==> config.mk <==
export PLATFORM = sky130hd
export DESIGN_NAME = serial_add_seq
export DESIGN_NICKNAME = d
export VERILOG_FILES = /design/src/rtl/serial_add_seq.sv
export SDC_FILE = /design/constraint.sdc
export NUM_CORES = 1
export LEC_CHECK = 0
export CORE_UTILIZATION = 30
export DETAILED_ROUTE_END_ITERATION = 16
export PLACE_DENSITY_LB_ADDON = 0.15
export SYNTH_ARGS = -nofsm -noshare
export SYNTH_HDL_FRONTEND = slang
export SYNTH_SLANG_ARGS = --single-unit
==> constraint.sdc <==
create_clock -name clk -period 2.1 [get_ports clk]
set_input_delay 0.525 -clock clk [delete_from_list [all_inputs] [get_ports clk]]
set_output_delay 0.525 -clock clk [all_outputs]
set_load 0.05 [all_outputs]
==> src/rtl/serial_add_seq.sv <==
// -----------------------------------------------------------------------------
// serial_add_seq
//
// Bit-serial adder sequencer. Two WIDTH-bit operands are accepted on an
// input handshake, then added LSB-first one bit per clock. Each bit goes
// through two half-adder stages with a registered carry. The serial sum bits
// are assembled into a WIDTH-bit result. That result and its carry-out are
// offered on an output handshake.
//
// Handshake semantics (both sides): a transfer happens on a rising clock edge
// where valid and ready are both high. Once valid is raised, the producer
// holds it and its data stable until that transfer. The ready outputs of
// this block (in_ready) and its valid outputs (out_valid) are decoded from
// FSM state only. They never depend combinationally on in_valid or out_ready.
//
// Ports:
//   clk         in   rising-edge clock
//   rst_n       in   asynchronous active-low reset
//   in_valid    in   operand source presents a/b
//   in_ready    out  block can accept operands (IDLE only)
//   a, b        in   WIDTH-bit operands
//   out_valid   out  sum/cout hold a completed result (DONE only)
//   out_ready   in   consumer accepts the result
//   sum         out  a + b modulo 2^WIDTH
//   cout        out  carry out of bit WIDTH-1
//   busy        out  high in RUN or DONE
//   dbg_state_o out  current FSM state code (IDLE=0, RUN=1, DONE=2)
//
// Legal WIDTH range is 1..32.
// -----------------------------------------------------------------------------
module serial_add_seq #(
  parameter int WIDTH = 8
) (
  input  logic             clk,
  input  logic             rst_n,
  input  logic             in_valid,
  output logic             in_ready,
  input  logic [WIDTH-1:0] a,
  input  logic [WIDTH-1:0] b,
  output logic             out_valid,
  input  logic             out_ready,
  output logic [WIDTH-1:0] sum,
  output logic             cout,
  output logic             busy,
  output logic [1:0]       dbg_state_o
);

  localparam int CW = $clog2(WIDTH + 1);

  localparam logic [1:0] ST_IDLE = 2'd0;
  localparam logic [1:0] ST_RUN  = 2'd1;
  localparam logic [1:0] ST_DONE = 2'd2;

  localparam logic [CW-1:0] CNT_LAST = CW'(WIDTH - 1);

  logic [1:0]       state_q, state_d;
  logic [WIDTH-1:0] sa_q, sa_d;
  logic [WIDTH-1:0] sb_q, sb_d;
  logic             c_q, c_d;
  logic [CW-1:0]    cnt_q, cnt_d;
  logic [WIDTH-1:0] acc_q, acc_d;
  logic [WIDTH-1:0] sum_q, sum_d;
  logic             cout_q, cout_d;

  // Single bit of add logic: two half adders and a carry merge.
  logic             ha1_p, ha1_g;
  logic             ha2_s, ha2_g;
  logic             carry_nxt;
  logic [WIDTH-1:0] acc_shift;

  always_comb begin
    ha1_p     = sa_q[0] ^ sb_q[0];
    ha1_g     = sa_q[0] & sb_q[0];
    ha2_s     = ha1_p ^ c_q;
    ha2_g     = ha1_p & c_q;
    carry_nxt = ha1_g | ha2_g;
    // The new sum bit enters at the MSB and everything moves down one place,
    // so after WIDTH shifts bit i sits at position i. Going through a
    // WIDTH+1 bit concatenation keeps this legal for WIDTH == 1.
    acc_shift = WIDTH'({ha2_s, acc_q} >> 1);
  end

  always_comb begin
    state_d = state_q;
    sa_d    = sa_q;
    sb_d    = sb_q;
    c_d     = c_q;
    cnt_d   = cnt_q;
    acc_d   = acc_q;
    sum_d   = sum_q;
    cout_d  = cout_q;

    case (state_q)
      ST_IDLE: begin
        if (in_valid) begin
          sa_d    = a;
          sb_d    = b;
          c_d     = 1'b0;
          cnt_d   = '0;
          acc_d   = '0;
          state_d = ST_RUN;
        end
      end

      ST_RUN: begin
        sa_d  = sa_q >> 1;
        sb_d  = sb_q >> 1;
        c_d   = carry_nxt;
        acc_d = acc_shift;
        if (cnt_q == CNT_LAST) begin
          // The visible result registers change only here. Between
          // operations they keep the last completed sum.
          sum_d   = acc_shift;
          cout_d  = carry_nxt;
          state_d = ST_DONE;
        end else begin
          cnt_d = cnt_q + CW'(1);
        end
      end

      ST_DONE: begin
        if (out_ready) begin
          state_d = ST_IDLE;
        end
      end

      default: begin
        state_d = ST_IDLE;
      end
    endcase
  end

  always_ff @(posedge clk or negedge rst_n) begin
    if (!rst_n) begin
      state_q <= ST_IDLE;
      sa_q    <= '0;
      sb_q    <= '0;
      c_q     <= 1'b0;
      cnt_q   <= '0;
      acc_q   <= '0;
      sum_q   <= '0;
      cout_q  <= 1'b0;
    end else begin
      state_q <= state_d;
      sa_q    <= sa_d;
      sb_q    <= sb_d;
      c_q     <= c_d;
      cnt_q   <= cnt_d;
      acc_q   <= acc_d;
      sum_q   <= sum_d;
      cout_q  <= cout_d;
    end
  end

  assign in_ready    = (state_q == ST_IDLE);
  assign out_valid   = (state_q == ST_DONE);
  assign busy        = (state_q == ST_RUN) || (state_q == ST_DONE);
  assign sum         = sum_q;
  assign cout        = cout_q;
  assign dbg_state_o = state_q;

endmodule
==> results.ini, run 1 <==
[power_and_ir_drop]
p_int_mw = 1.98
p_total_mw = 3.31
p_sw_share_pct = 40.1
ir_drop_v = 0.000456
p_leak_nw = 1.05
cellPowerDensity_mw_per_mm2 = 1430
switchingPower_mw = 1.33
comb_power_share_pct = 48.2
clock_power_share_pct = 14.6
pwr-share-seq_pct = 37.1

[critical_path]
worst-path-stages = 1
startpoint = dbg_state_o[1]$_DFFE_PN0P_
worstRegToRegCells = 5
crit_arrival_ns = 1.51
start_kind = flop
reg2reg_setup_slack_ns = 0.35
critPathMaxStageDelay_ns = 0.83
crit_path_end_kind = output port
worst-setup-path-type = flop to output port
path_buf_inv = 1
critical_path.top_delay_family = buffers and inverters
slowest_stage = clkdlybuf4s50_1
cp_max_fo = 4
required_ns = 1.57
crit_chain = clkdlybuf4s50_1
reg2reg_to = sb_q[6]$_DFFE_PN0P_
endpoint = dbg_state_o[1]
r2r_start = dbg_state_o[1]$_DFFE_PN0P_

[routing]
drc_errors = 0
via_per_inst = 4.61
routed_wl_um = 3130
dr.pass1.iters = 3
drtAntennaViolNets = 0
via_count = 1193
wire_per_inst_um = 12.1
drtIter0Drc = 46

[final_layout]
drive_gt1_share_pct = 9.09
num-nets-final = 211
fin_util_pct = 41.1
area_growth_pct = 30.2
stdcell_count = 259
antennaDiodeCount = 0

[cts]
cts_buffer_depth = 2
ctsResizeCount = 0
cts_tree = done
numCtsBuffers = 5
clkTransAtPathRegs_ns = 0.07
cts_root_buf = clkbuf_8
postCtsSetupRepairBufs = 0
hold_buffers = 0
insertion_delay_ns = 0.28
htreeDepth = 2
clock_sinks = 39

[sta]
final.setup.tns_ns = 0
setup_violations = 0
period_needed_ns = 2.04
max_freq_ghz = 0.490
fin_crit_sh_pct = 97.1
rsz0062_at_grt = false
whs_ns = 0.279
fin_skew_ns = 0.00456
slew_headroom_pct = 66.9
hold_viol = 0
finalMaxSlewViolations = 0
worst_slew_pin_slew_ns = 0.495

[global_route]
grt_first_pass_wirelength_um = 5700
overflow = 0
antenna_found_initial = 0
grt_pass1_vias = 1225
grt_usage_pct = 11.8
grt_max_degree = 45

[synthesis]
synth_ff_type = dfrtp_1
synth_area_mm2 = 0.00177
yosysMostFrequentCell = dfrtp_1
yosys.area.top_type = dfrtp_1
synth_seq_cells = 39
synth.area.top_cells = dfrtp_1 (55%), mux2i_1 (8.5%), mux2_1 (5.7%)
synth_area_per_cell_um2 = 11.7
async_flop_share_pct = 100
synthTopCellsByCount = dfrtp_1 (39), nand2_1 (18), o21ai_1 (16), mux2i_1 (15), mux2_1 (9)
synth_cells = 151
seq_area_frac_synth_pct = 55.1
synth_warnings = 0
synth_nets = 176
yosysUniqueCellTypes = 30
synth_enable_flop_cells = 0
synth_top_cell_area_share_pct = 55.1

[floorplan]
die-area_mm2 = 0.00621
initial_core_util_pct = 31.6
die_h_um = 78.8
io_pins = 34
fp.coreArea_mm2 = 0.00561
die_w_um = 78.8
num_rows = 27

[place]
hpwl_um = 2260
globalplace.congestion = 0.724
io_buffers = 33
dp.cells = 251

[min_path]
hold_path.class = primary input to asynchronous set/reset pin

[flow_run]
drv_cap = 0

[status]
status = finished, final reports clean

-- stage by stage --
step	area (µm²)	setup WS [ns]
after global placement	2220	0.307
after global routing	2310	0.0187
after floorplan	1770	0.135
final	2310	0.0609
after detailed placement	2220	0.275
after CTS	2310	0.0474
-- final cells by class --
class	count	area, µm²
fillers	566	3300
flip-flops and latches	39	976
multi-input cells	100	749
repair buffers	36	390
well taps	72	90.1
clock buffers	6	72.6
inverters	4	15.0
clock inverters	2	12.5
-- how the worst min path moves through the flow --
stage / from / end / slack (ns)
detailed placement: sb_q[2]$_DFFE_PN0P_ / sb_q[2]$_DFFE_PN0P_ / 0.48
floorplan: rst_n / acc_q[1]$_DFFE_PN0P_ / 0.23
CTS: rst_n / sa_q[0]$_DFFE_PN0P_ / 0.30
global route: rst_n / sb_q[3]$_DFFE_PN0P_ / 0.32
finish: rst_n / cnt_q[2]$_DFFE_PN0P_ / 0.28
global placement: sb_q[1]$_DFFE_PN0P_ / sb_q[1]$_DFFE_PN0P_ / 0.47
-- state kept, by name, summed over array words and instances, names as in the netlist --
| name | flops |
|---|---|
| sa_q | 8 |
| sb_q | 8 |
| sum | 8 |
| acc_q | 7 |
| cnt_q | 4 |
| dbg_state_o | 2 |
| c_q | 1 |
| cout | 1 |
-- per-layer routing --
metal	track usage, %	vias to the layer above	routed length [µm]
li1	-	599	-
met1	14.7	563	1500
met2	19.0	27	1430
met3	4.02	4	149
met4	4.36	0	42
met5	0	-	0
-- layout by cell type (no fill, tap or decap), types with 4 or more instances in the layout --
cell             count
clkdlybuf4s50_1     29
dfrtp_1             39
mux2_1               9
a22o_1               8
nand2b_1             4
nand2_1             18
mux2i_1             15
clkbuf_8             5
a21oi_1              4
inv_1                4
buf_12               4
o21ai_1             16
-- logic make-up after synthesis --
family | share of synthesized area (%)
buffers and inverters | 3.18
DFF | 55.1
adders and majority gates | 3.96
muxes | 15.0
AOI/OAI and AO/OA | 12.6
and+or+nand+nor | 10.2
-- power by group through the flow --
| stage | sequential [mW] | clock, mW | combinational (mW) |
|---|---|---|---|
| 2_1_floorplan | 1.37 | 0 | 0.997 |
| 3_3_place_gp | 1.23 | 0 | 1.59 |
| 3_5_place_dp | 1.25 | 0 | 1.63 |
| 4_1_cts | 1.23 | 0.509 | 1.62 |
| 5_1_grt | 1.27 | 0.547 | 1.75 |
| 6_report | 1.23 | 0.483 | 1.60 |
Note: power is estimated with default switching activity, not from simulation.
==> run 2, diff against run 1 <==
--- a/config.mk
+++ b/config.mk
@@ -5,9 +5,10 @@
 export SDC_FILE = /design/constraint.sdc
 export NUM_CORES = 1
 export LEC_CHECK = 0
-export CORE_UTILIZATION = 30
+export CORE_UTILIZATION = 51
 export DETAILED_ROUTE_END_ITERATION = 16
 export PLACE_DENSITY_LB_ADDON = 0.15
 export SYNTH_ARGS = -nofsm -noshare
 export SYNTH_HDL_FRONTEND = slang
 export SYNTH_SLANG_ARGS = --single-unit
+export TNS_END_PERCENT = 20
==> results.ini, run 2 (synthesis gave the netlist of run 1 again) <==
[power_and_ir_drop]
p_total_mw = 3.24  ; -1.9%
ir_drop_v = 0.000648  ; +42%
cellPowerDensity_mw_per_mm2 = 1430  ; -0.13%
p_leak_nw = 1.16  ; +11%

[global_route]
antenna_found_initial = 0  ; unchanged
grt_max_degree = 40  ; -11%
grt_first_pass_wirelength_um = 4980  ; -13%
grt_usage_pct = 19.3  ; +7.4 points
grt_pass1_vias = 1122  ; -8.4%
overflow = 0  ; unchanged

[floorplan]
die_w_um = 60.9  ; -23%
io_pins = 34  ; unchanged
num_rows = 21  ; -22%
die-area_mm2 = 0.00371  ; -40%
die_h_um = 60.9  ; -23%
fp.coreArea_mm2 = 0.00334  ; -40%
initial_core_util_pct = 53.1  ; +21 points

[final_layout]
final_common_cell = dfrtp_1
fin_util_pct = 67.9  ; +27 points
num-nets-final = 213  ; +0.95%
antennaDiodeCount = 0  ; unchanged
drive_gt1_share_pct = 10.6  ; +1.5 points
final_cell_mix = dfrtp_1 (39), clkdlybuf4s50_1 (21), nand2_1 (18), o21ai_1 (16), mux2i_1 (15)
fillCellCount = 271  ; -52%
area_growth_pct = 27.9

[critical_path]
required_ns = 1.57  ; about the same
worst-setup-path-type = flop to output port
slowest_stage = clkdlybuf4s50_1
path_buf_inv = 1  ; unchanged
crit_path_end_kind = output port
critical_path.top_delay_family = buffers and inverters
crit_arrival_ns = 1.52  ; about the same
critPathMaxStageDelay_ns = 0.81  ; -0.02 ns
worstRegToRegCells = 4  ; -1
cp_max_fo = 2  ; -2
r2r_start = dbg_state_o[1]$_DFFE_PN0P_
reg2reg_setup_slack_ns = 0.29  ; -0.06 ns
start_kind = flop
reg2reg_to = sum[7]$_DFFE_PN0P_
crit_chain = clkdlybuf4s50_1

[cts]
cts_buffer_depth = 2  ; unchanged
postCtsSetupRepairBufs = 0  ; unchanged
htreeDepth = 2  ; unchanged
hold_buffers = 0  ; unchanged
insertion_delay_ns = 0.35  ; +0.07 ns
clkTransAtPathRegs_ns = 0.12  ; +0.05 ns
clock_sinks = 39  ; unchanged
numCtsBuffers = 5  ; unchanged
cts_tree = done
cts_root_buf = clkbuf_4

[sta]
slew_headroom_pct = 61.3  ; -5.6 points
fin_skew_ns = 0.00832  ; +0.00376 ns
period_needed_ns = 2.04  ; +0.00216 ns
setup_violations = 0  ; unchanged
max_freq_ghz = 0.490  ; -0.11%
finalMaxSlewViolations = 0  ; unchanged
hold_viol = 0  ; unchanged
fin_crit_sh_pct = 97.2  ; +0.10 points
worst_slew_pin_slew_ns = 0.581  ; +0.0858 ns

[place]
globalplace.congestion = 0.809  ; +12%
hpwl_um = 2260  ; +0.27%
io_buffers = 33  ; unchanged

[routing]
routed_wl_um = 3170  ; +1.4%
drtIter0Drc = 52  ; +13%
via_per_inst = 5.32  ; +16%
drc_errors = 0  ; unchanged
drtAntennaViolNets = 0  ; unchanged
dr.pass1.iters = 4  ; +1
wire_per_inst_um = 13.5  ; +12%
via_count = 1251  ; +4.9%

[flow_run]
drv_cap = 0  ; unchanged

[status]
status = finished, final reports clean

[min_path]
hold_path.class = primary input to asynchronous set/reset pin

[run 2: changes by cell type in the layout (fill, tap and decap cells not counted), sizes merged]
cell           change
clkdlybuf4s50      -8
dlymetal6s2s       +7
buf                +2
clkbuf             -1
clkinvlp           +1
dlygate4sd2        +1
[run 2: per-stage QoR]
step	cell area (µm²)	cells	hold WS [ns]	setup TNS (ns)	setup slack, ns
6_report	2260	235	0.211	0	0.0587
5_1_grt	2260	235	0.232	-0.00513	-0.00513
4_1_cts	2250	235	0.212	0	0.00337
3_5_place_dp	2190	227	0.477	0	0.273
3_3_place_gp	2190	227	0.467	0	0.317
2_1_floorplan	1770	151	0.229	0	0.135
[run 2: area by class of cell]
type,instances,area [µm²],share of cell area [%]
inverters,4,15.0,0.663
multi-input cells,100,749,33.1
repair buffers,38,409,18.1
flip-flops and latches,39,976,43.1
clock buffers,5,37.5,1.66
clock inverters,3,20.0,0.884
well taps,46,57.6,2.54
[run 2: worst max-delay path by stage]
stage	startpoint	to	slack (ns)	depth (start not counted)
after CTS	dbg_state_o[0]$_DFFE_PN0P_	dbg_state_o[0]	0.003	1
after floorplan	dbg_state_o[0]$_DFFE_PN0P_	cnt_q[3]$_DFFE_PN0P_	0.14	6
after global routing	sum[1]$_DFFE_PN0P_	sum[1]	-0.005	1
after global placement	in_valid	acc_q[6]$_DFFE_PN0P_	0.32	4
after detailed placement	in_valid	acc_q[1]$_DFFE_PN0P_	0.27	4
final	sum[1]$_DFFE_PN0P_	sum[1]	0.06	1
[run 2: repair_timing]
action	CTS	global route
pin swaps	0	0
endpoints found under the setup margin	1	7
gates resized for setup	1	7
cloned	0	0
[run 2: report_power, final]
part | total, mW | switching, mW | internal [mW]
registers | 1.23 | 0.193 | 1.04
clock network | 0.381 | 0.253 | 0.128
logic | 1.63 | 0.905 | 0.728
total | 3.24 | 1.35 | 1.89
[run 2: routing by layer]
metal  wire length (µm)  vias up  track usage [%]
met4                 40        0             7.79
met5                  0        -                0
met2               1570       37             31.1
met1               1410      596             23.7
met3                149        5             6.82
li1                   -      613                -
==> run 3, diff against run 2 <==
--- a/config.mk
+++ b/config.mk
@@ -5,7 +5,8 @@
 export SDC_FILE = /design/constraint.sdc
 export NUM_CORES = 1
 export LEC_CHECK = 0
-export CORE_UTILIZATION = 51
+export CORE_MARGIN = 8
+export CORE_UTILIZATION = 50
 export DETAILED_ROUTE_END_ITERATION = 16
 export PLACE_DENSITY_LB_ADDON = 0.15
 export SYNTH_ARGS = -nofsm -noshare
==> results.ini, run 3 (synthesis gave the netlist of run 1 again) <==
[status]
status = finished, final reports clean

[critical_path]
reg2reg_setup_slack_ns = 0.37  ; +0.08 ns
start_kind = flop
cp_max_fo = 2  ; unchanged
endpoint = sum[2]
slowest_stage = clkdlybuf4s50_1
critPathMaxStageDelay_ns = 0.80  ; about the same
worst-path-stages = 1  ; unchanged
crit_path_end_kind = output port
worst-setup-path-type = flop to output port
r2r_start = dbg_state_o[1]$_DFFE_PN0P_
reg2reg_to = sb_q[1]$_DFFE_PN0P_
required_ns = 1.57  ; about the same
critical_path.top_delay_family = buffers and inverters
crit_chain = clkdlybuf4s50_1
crit_arrival_ns = 1.50  ; -0.02 ns
startpoint = sum[2]$_DFFE_PN0P_
worstRegToRegCells = 5  ; +1
path_buf_inv = 1  ; unchanged

[sta]
fin_crit_sh_pct = 96.3  ; -0.89 points
worst_slew_pin_slew_ns = 0.522  ; -0.0585 ns
rsz0062_at_grt = false
whs_ns = 0.209  ; -0.00219 ns
slew_headroom_pct = 65.1  ; +3.8 points
setup_violations = 0  ; unchanged
hold_viol = 0  ; unchanged
fin_skew_ns = 0.00886  ; +0.000546 ns
final.setup.tns_ns = 0  ; unchanged
max_freq_ghz = 0.494  ; +0.92%
period_needed_ns = 2.02  ; -0.0186 ns
finalMaxSlewViolations = 0  ; unchanged

[global_route]
grtUsageMet1_pct = 15.4  ; -8.2 points
gr-usage-met2_pct = 23.6  ; -7.5 points
overflow = 0  ; unchanged
grt_first_pass_wirelength_um = 5910  ; +19%
grt_usage_pct = 13.7  ; -5.5 points
grt_max_degree = 45  ; +13%
grtUsageMet3_pct = 3.68  ; -3.1 points
grt.busiest_layer = met2
antenna_found_initial = 0  ; unchanged
grt_pass1_vias = 1332  ; +19%

[floorplan]
die_h_um = 75.5  ; +24%
die-area_mm2 = 0.00570  ; +54%
die_w_um = 75.5  ; +24%
initial_core_util_pct = 52.6  ; -0.41 points
io_pins = 34  ; unchanged
fp.coreArea_mm2 = 0.00336  ; +0.79%
num_rows = 21  ; unchanged

[routing]
drtIter0Drc = 73  ; +40%
drc_errors = 0  ; unchanged
wire_per_inst_um = 14.9  ; +11%
via_per_inst = 5.36  ; +0.70%
dr.pass1.iters = 4  ; unchanged
routed_wl_um = 3470  ; +9.6%
drtAntennaViolNets = 0  ; unchanged
via_count = 1249  ; -0.16%

[cts]
htreeDepth = 2  ; unchanged
cts_root_buf = clkbuf_4
numCtsBuffers = 5  ; unchanged
cts_buffer_depth = 2  ; unchanged
clock_sinks = 39  ; unchanged
insertion_delay_ns = 0.35  ; about the same
hold_buffers = 0  ; unchanged
postCtsSetupRepairBufs = 0  ; unchanged
cts_tree = done
clkTransAtPathRegs_ns = 0.12  ; about the same

[final_layout]
final_common_cell = dfrtp_1
antennaDiodeCount = 0  ; unchanged
drive_gt1_share_pct = 10.2  ; -0.42 points
area_growth_pct = 28.6
stdcell_count = 233  ; -0.85%
num-nets-final = 211  ; -0.94%
final_cell_mix = dfrtp_1 (39), clkdlybuf4s50_1 (21), nand2_1 (18), o21ai_1 (16), mux2i_1 (15)

[place]
io_buffers = 33  ; unchanged
dp.cells = 225  ; -0.88%
globalplace.congestion = 0.827  ; +2.2%
hpwl_um = 2470  ; +9.1%

[min_path]
hold_path.class = primary input to asynchronous set/reset pin

[flow_run]
drv_cap = 0  ; unchanged

[power_and_ir_drop]
cellPowerDensity_mw_per_mm2 = 1470  ; +2.7%
ir_drop_v = 0.000925  ; +43%
p_leak_nw = 1.17  ; +0.66%

[run 3: cell count changes in the layout (fill, tap and decap cells not counted), sizes merged]
cell	change
clkinvlp	-2
dlygate4sd2	-1
buf	-1
bufinv	+1
clkbuf	+1
[run 3: how the worst min path moves through the flow]
stage	slack, ns	from	endpoint
final	0.21	rst_n	sum[4]$_DFFE_PN0P_
after global placement	0.47	sa_q[1]$_DFFE_PN0P_	sa_q[1]$_DFFE_PN0P_
after CTS	0.22	rst_n	acc_q[7]$_DFFE_PN0P_
after global routing	0.24	rst_n	acc_q[7]$_DFFE_PN0P_
after floorplan	0.23	rst_n	acc_q[1]$_DFFE_PN0P_
after detailed placement	0.48	sb_q[1]$_DFFE_PN0P_	sb_q[1]$_DFFE_PN0P_
[run 3: what timing repair did]
action,in CTS,in global routing
hold endpoints to repair,0,0
gates resized for setup,0,7
setup endpoints to repair,0,7
[run 3: area by class of cell]
cell class                      count  area, µm²
Tap cell                           46       57.6
Sequential cell                    39        976
Timing Repair Buffer               36        393
Clock buffer                        6       51.3
Multi-Input combinational cell    100        749
Inverter                            4       15.0
Fill cell                         263       1090
Clock inverter                      2       35.0
[run 3: routing by layer]
metal	vias to the layer above	wire, µm
li1	603	-
met1	610	1540
met2	27	1690
met3	9	194
met4	0	48
met5	-	0
[run 3: through the flow]
stage               total power [mW]  instance area (µm²)  setup WS [ns]  util, %
floorplan                       2.37                 1770          0.135        -
global placement                2.79                 2170          0.316     64.6
detailed placement              2.87                 2170          0.256     64.6
CTS                             3.39                 2260        0.00500     67.2
global route                    3.59                 2280         0.0153     67.7
finish                          3.35                 2280         0.0773     67.7
[run 3: worst register-to-register path, cell delays in order (launching register included)]
cell	delay [ns]
dfrtp_1	0.43
inv_1	0.10
ha_1	0.43
buf_4	0.37
mux2i_1	0.23
o21ai_1	0.07
[run 3: power breakdown]
group	internal, mW	leakage [nW]	switching, mW	total (mW)
registers	1.04	0.510	0.194	1.23
logic	0.699	0.614	0.895	1.59
clock network	0.281	0.0482	0.244	0.526
total	2.02	1.17	1.33	3.35
